--- src/rtl/addsub_unpack_if.sv ---
// Valid/ready bus for the add/sub unpack stage: the S/D pair in, recovered A/B
// and the error count out.
interface addsub_unpack_if #(
  parameter int unsigned WIDTH   = 8,
  parameter int unsigned COUNT_W = 16
);
  logic               in_valid;
  logic               in_ready;
  logic [WIDTH:0]     in_sum;
  logic [WIDTH:0]     in_diff;
  logic               out_valid;
  logic               out_ready;
  logic [WIDTH-1:0]   out_a;
  logic [WIDTH-1:0]   out_b;
  logic               out_err;
  logic [COUNT_W-1:0] err_count;

  // master is the producer/consumer around the block, slave is the block
  modport master (
    output in_valid, in_sum, in_diff, out_ready,
    input  in_ready, out_valid, out_a, out_b, out_err, err_count
  );

  modport slave (
    input  in_valid, in_sum, in_diff, out_ready,
    output in_ready, out_valid, out_a, out_b, out_err, err_count
  );
endinterface

--- src/rtl/addsub_unpack.sv ---
// Recovers A and B from S = A+B and D = A-B through a two-stage valid/ready
// pipeline; flags inconsistent pairs and keeps a saturating error count.
module addsub_unpack #(
  parameter int unsigned WIDTH   = 8,
  parameter int unsigned COUNT_W = 16
) (
  input  logic           clk,
  input  logic           rst_n,
  addsub_unpack_if.slave bus
);
  localparam int unsigned PW = WIDTH + 3;

  logic                 s1_valid;
  logic signed [PW-1:0] s1_p;
  logic signed [PW-1:0] s1_m;
  logic                 s1_par;

  logic                 out_valid;
  logic [WIDTH-1:0]     out_a;
  logic [WIDTH-1:0]     out_b;
  logic                 out_err;
  logic [COUNT_W-1:0]   err_count;

  logic                 adv1;
  logic                 adv2;
  logic signed [PW-1:0] sum_x;
  logic signed [PW-1:0] diff_x;
  logic signed [PW-1:0] a_full;
  logic signed [PW-1:0] b_full;
  logic                 err_c;
  logic                 deliver;

  // Stage 2 frees up when empty or drained; stage 1 when empty or stage 2 moves.
  always_comb begin
    adv2    = !out_valid || out_ready_w();
    adv1    = !s1_valid || adv2;
    deliver = out_valid && bus.out_ready;
  end

  function automatic logic out_ready_w();
    return bus.out_ready;
  endfunction

  // Widen S as unsigned and D as signed so P and M cannot overflow.
  always_comb begin
    sum_x  = $signed({2'b00, bus.in_sum});
    diff_x = $signed({{2{bus.in_diff[WIDTH]}}, bus.in_diff});
  end

  // A value is representable iff every bit above WIDTH-1 is zero (covers < 0 too).
  always_comb begin
    a_full = s1_p >>> 1;
    b_full = s1_m >>> 1;
    err_c  = s1_par || (|a_full[PW-1:WIDTH]) || (|b_full[PW-1:WIDTH]);
  end

  always_ff @(posedge clk or negedge rst_n) begin
    if (!rst_n) begin
      s1_valid <= 1'b0;
      s1_p     <= '0;
      s1_m     <= '0;
      s1_par   <= 1'b0;
    end else if (adv1) begin
      s1_valid <= bus.in_valid;
      if (bus.in_valid) begin
        s1_p   <= sum_x + diff_x;
        s1_m   <= sum_x - diff_x;
        s1_par <= bus.in_sum[0] ^ bus.in_diff[0];
      end
    end
  end

  // Result registers only change when a new pair lands, so they hold when idle.
  always_ff @(posedge clk or negedge rst_n) begin
    if (!rst_n) begin
      out_valid <= 1'b0;
      out_a     <= '0;
      out_b     <= '0;
      out_err   <= 1'b0;
    end else if (adv2) begin
      out_valid <= s1_valid;
      if (s1_valid) begin
        out_err <= err_c;
        out_a   <= err_c ? '0 : a_full[WIDTH-1:0];
        out_b   <= err_c ? '0 : b_full[WIDTH-1:0];
      end
    end
  end

  always_ff @(posedge clk or negedge rst_n) begin
    if (!rst_n) begin
      err_count <= '0;
    end else if (deliver && out_err && (err_count != {COUNT_W{1'b1}})) begin
      err_count <= err_count + COUNT_W'(1);
    end
  end

  assign bus.in_ready  = adv1;
  assign bus.out_valid = out_valid;
  assign bus.out_a     = out_a;
  assign bus.out_b     = out_b;
  assign bus.out_err   = out_err;
  assign bus.err_count = err_count;
endmodule

--- src/flat_wrapper.sv ---
// flat-port wrapper written by rule: the top's interface ports become plain ports
module addsub_unpack_flat 
#(
  parameter int unsigned WIDTH   = 8,
  parameter int unsigned COUNT_W = 16
)
  (clk, rst_n, bus_in_valid, bus_in_sum, bus_in_diff, bus_out_ready, bus_in_ready, bus_out_valid, bus_out_a, bus_out_b, bus_out_err, bus_err_count);
  addsub_unpack_if #(.WIDTH(WIDTH), .COUNT_W(COUNT_W)) bus_i ();
  input  logic clk;
  input  logic rst_n;
  input wire logic [$bits(bus_i.in_valid)-1:0] bus_in_valid;
  input wire logic [$bits(bus_i.in_sum)-1:0] bus_in_sum;
  input wire logic [$bits(bus_i.in_diff)-1:0] bus_in_diff;
  input wire logic [$bits(bus_i.out_ready)-1:0] bus_out_ready;
  output wire logic [$bits(bus_i.in_ready)-1:0] bus_in_ready;
  output wire logic [$bits(bus_i.out_valid)-1:0] bus_out_valid;
  output wire logic [$bits(bus_i.out_a)-1:0] bus_out_a;
  output wire logic [$bits(bus_i.out_b)-1:0] bus_out_b;
  output wire logic [$bits(bus_i.out_err)-1:0] bus_out_err;
  output wire logic [$bits(bus_i.err_count)-1:0] bus_err_count;
  assign bus_i.in_valid = bus_in_valid;
  assign bus_i.in_sum = bus_in_sum;
  assign bus_i.in_diff = bus_in_diff;
  assign bus_i.out_ready = bus_out_ready;
  assign bus_in_ready = bus_i.in_ready;
  assign bus_out_valid = bus_i.out_valid;
  assign bus_out_a = bus_i.out_a;
  assign bus_out_b = bus_i.out_b;
  assign bus_out_err = bus_i.out_err;
  assign bus_err_count = bus_i.err_count;
  addsub_unpack #(.WIDTH(WIDTH), .COUNT_W(COUNT_W)) u_core (.clk(clk), .rst_n(rst_n), .bus(bus_i));
endmodule
--- config.mk ---
export PLATFORM = sky130hd
export DESIGN_NAME = addsub_unpack_flat
export DESIGN_NICKNAME = d
export VERILOG_FILES = /design/src/rtl/addsub_unpack_if.sv /design/src/rtl/addsub_unpack.sv /design/src/flat_wrapper.sv
export SDC_FILE = /design/constraint.sdc
export NUM_CORES = 1
export LEC_CHECK = 0
export CAP_MARGIN = 20
export CORE_ASPECT_RATIO = 0.75
export CORE_UTILIZATION = 45
export CTS_BUF_LIST = sky130_fd_sc_hd__clkbuf_4
export DETAILED_ROUTE_END_ITERATION = 12
export PLACE_DENSITY = 0.73
export SLEW_MARGIN = 20
export SYNTH_ARGS = -nofsm -noshare
export SYNTH_HDL_FRONTEND = slang
export SYNTH_SLANG_ARGS = --single-unit
--- constraint.sdc ---
create_clock -name clk -period 1.48 [get_ports clk]
set_input_delay 0.444 -clock clk [delete_from_list [all_inputs] [get_ports clk]]
set_output_delay 0.444 -clock clk [all_outputs]
set_load 0.005 [all_outputs]
==> results by stage <==
Finish:
- The antenna diode count is 0.
- The synthesis-to-finish area growth is 80.8%.
- The count of non-filler cells in the finished layout is 599.
- The proportion of layout cells with a drive suffix above 1 is 0.619.
- At the end of the flow, the number of nets in the layout was 559.
- The post-route standard cell area excluding fillers is 0.00578 mm^2.
- The end-of-flow core utilization is 0.846.

Synth:
- The synthesized netlist contains 59 unique library cells.
- The most instantiated flip-flop cell in the synthesis netlist is dfrtp_1.
- The cell area after synthesis is 0.00320 mm^2.
- Dividing the synthesized area by the synthesized cell count gives 10.3 um^2.
- The part of the Yosys area used for sequential elements is 0.438.
- In this run, synthesis inferred 0 flip-flops with an integrated enable.
- After synthesis, the share of flip-flops with an asynchronous set or reset is 1.00.
- Yosys printed 0 warnings.
- The number of synthesized register bits is 56.
- The net count after synthesis is 356.
- Synthesis handed over a netlist of 311 instances.

Outcome:
- The checks that failed: hold timing, setup timing.
- The flow ran to the end, but the final reports show violations.

Routing:
- The DRC violation count after routing is 0.
- The first detailed-routing pass took 4 iterations.
- The total wire length is 11700 um.
- The total number of vias is 3340.
- In the routed layout, each cell is associated on average with a via count of 5.58.
- The wire length per cell after detailed routing is 19.5 um.
- The remaining antenna violation count is 0.
- The detailed router finished its first iteration with 310 violations.

Critical path:
- The number of buffers and inverters on the critical path is 3.
- STA classifies the critical path endpoint as a register.
- The arrival time of the worst setup path is 2.05 ns.
- The critical path goes through buf_6 -> nand3b_1 -> buf_4 -> buf_6 -> nand2_8 -> or4_4 -> nand3_2.
- Counting stages on the worst path, the most repeated cell is buf_6.
- The family with the most delay on the worst path is simple AND/OR/NAND/NOR gates.
- The delay of the slowest critical-path stage is 0.53 ns.
- The highest-delay cell along the critical path is or4_4.
- The kind of start point of the critical path is a register.
- The worst path required time is 1.84 ns.
- In this run the worst path has a maximum fanout of 8.
- The class of the most critical setup path is register to register.

STA:
- The number of pins with negative max-slew slack in the final report was 0.
- The total count of hold-check failures in the final report is 2.
- The part of the cycle the worst path needs is 1.14.
- Derived from the worst setup path, the maximum achievable clock frequency is 0.591 GHz.
- Setup repair after global routing could not meet its margin everywhere.
- In this run the tightest slew margin relative to its limit is 0.790.
- The final-layout worst hold slack is -0.00216 ns.
- The final worst-path setup slack is -0.211 ns.
- The final critical-path required period is 1.69 ns.
- At the pin with the least slew margin, the transition time is 0.312 ns.
- Setup violations remaining at the end of the flow were counted as 61.
- Clock skew on the completed layout was measured at 0.0195 ns.

Global route:
- Entering global routing, the biggest net connects 57 pins.
- The total congestion overflow after global routing is 0.
- The via count of the first global-routing pass is 3093.
- In the global route stage, overall resource usage came out at 0.270.
- The initial antenna violation count is 0.
- The wire length of the first global-routing pass is 15200 um.

CTS:
- The clock tree root driver cell is clkbuf_4.
- The number of clock buffers added by TritonCTS is 5.
- The clock drives 56 sinks.
- Clock latency on the worst-skew pair, taken at its later pin, is 0.40 ns.
- The clock transition at the register clock pins on the worst setup and hold paths after CTS is 0.18 ns.
- The H-tree level count is 2.
- The maximum count of clock buffers along a single path is 2.
- The clock tree from TritonCTS is yes.

Power:
- The peak supply drop is 516 uV.
- The leakage power of the design is 2.82 nW.
- The power density relative to cell area is 911 mW/mm^2.
- The overall power after layout is 5.27 mW.

Placement:
- After legalization and detailed placement, the total HPWL measured 6460 um.
- Including well taps, the total number of placed cells is 530.
- At the end of routability-driven placement, the weighted congestion stood at 0.882.
- OpenSTA, run right after detailed placement, puts the worst setup slack at -1.06 ns.
- In this run the cell area measured after placement is 0.00469 mm^2.
- The number of I/O port buffers is 56.

Floorplan:
- The die height is 75.0 um.
- 57 I/O pins were placed.
- The core region is 0.00683 mm^2.
- From left edge to right edge, the die measures 99.3 um.
- In this run the core area contains 26 standard-cell rows.
- The die covers 0.00745 mm^2.
- The initial standard-cell utilization of the core is 0.468.

Run:
- The reported max-cap violation count is 0.

Hold path:
- The class of the tightest hold or removal check is primary input to asynchronous set/reset pin.
## worst paths after layout
check	from	end	slack [ns]	cells past startpoint
setup reg to reg	u_core.bus.out_valid$_DFFE_PN0P_	u_core.s1_m[9]$_DFFE_PN0P_	-0.21	7
hold / removal	rst_n	u_core.bus.err_count[11]$_DFFE_PN0P_	-0.002	2
min in group clk	bus_in_diff[0]	u_core.s1_p[0]$_DFFE_PN0P_	0.42	4
max in group asynchronous	rst_n	u_core.bus.err_count[1]$_DFFE_PN0P_	1.21	2
hold reg to reg	u_core.s1_m[2]$_DFFE_PN0P_	u_core.s1_m[2]$_DFFE_PN0P_	0.52	2
setup / recovery	u_core.bus.out_valid$_DFFE_PN0P_	u_core.s1_m[9]$_DFFE_PN0P_	-0.21	7
## worst register-to-register path, delay by kind of cell (launching register included)
| family | cells | cell delay, ns |
|---|---|---|
| simple gates | 4 | 0.84 |
| flops | 1 | 0.43 |
| buf+inv | 3 | 0.39 |
## area by class of cell
class,count,area [um^2]
multi-input combinational,223,2250
clock inverter,3,27.5
timing repair buffer,208,1860
tap,84,105
sequential,56,1400
fill,316,1050
clock buffer,5,37.5
inverter,20,103
## flip-flops by register name, indices dropped and copies added, names as in the netlist
signal,flops
u_core.bus.err_count,16
u_core.bus.out_a,8
u_core.bus.out_b,8
u_core.bus.out_err,1
u_core.bus.out_valid,1
u_core.s1_m,10
u_core.s1_p,11
u_core.s1_valid,1
## through the flow
stage	setup TNS, ns	hold WS [ns]
global route	-6.73	0.00846
finish	-3.95	-0.00216
detailed placement	-30.60	0.464
floorplan	-3.14	0.148
CTS	-1.48	0.0151
global placement	-29.08	0.462
## cell usage in the layout, fill, tap and decap left out, types with 9 or more instances in the layout
cell type and n:
a22o_1 16, o21ai_1 9, nand4_1 9, buf_6 51, buf_4 109, clkbuf_2 20
ha_4 11, nand2_1 13, nand2_2 12, xnor2_1 14, dfrtp_1 56, inv_2 9
## power breakdown
group | internal, mW | switching [mW] | total [mW]
Combinational | 1.47 | 1.10 | 2.57
Sequential | 1.77 | 0.192 | 1.96
Clock | 0.201 | 0.540 | 0.741
Total | 3.44 | 1.83 | 5.27
## cell usage after synthesis (all sizes together) (2+ instances only)
library cell	count	area, um^2
a21o	6	45.0
a21oi	8	43.8
a22o	16	140
a22oi	2	15.0
a31oi	3	40.0
and2	3	18.8
and3	5	31.3
buf	7	55.1
clkbuf	5	18.8
dfrtp	56	1400
fa	2	40.0
ha	21	263
inv	20	75.1
mux2	2	22.5
nand2	33	124
nand2b	6	37.5
nand3	11	55.1
nand3b	3	22.5
nand4	10	68.8
nor2	13	51.3
nor2b	4	27.5
nor3	6	52.6
o21a	2	15.0
o21ai	19	95.1
o21bai	4	33.8
o31ai	3	36.3
or3	2	12.5
or4	3	26.3
xnor2	19	166
xor2	3	26.3
## per-layer routing
layer  GRT usage  vias to the layer above  part of all wire
met2       0.447                      157              0.49
met4      0.0980                        0             0.028
met3      0.0418                       34             0.053
li1            -                     1506                 -
met1       0.368                     1643              0.43
met5           0                        -                 0
## cell families after synthesis
family / count (synthesis) / synth area share
flip-flops: 56 / 0.438
AO/OA/AOI/OAI: 74 / 0.176
AND/OR/NAND/NOR: 101 / 0.174
buffers and inverters: 32 / 0.0466
multiplexers: 3 / 0.0102
XOR/XNOR: 22 / 0.0603
adder cells (fa/ha/maj): 23 / 0.0947
## timing repair
item                                    CTS  global route
pin swaps                                48            56
buffers inserted                         44            16
gates cloned                              0             4
endpoints found under the setup margin   67            87
gates resized for setup                 249           120
hold buffers                              0             0
Power figures use the tool's default switching activity.
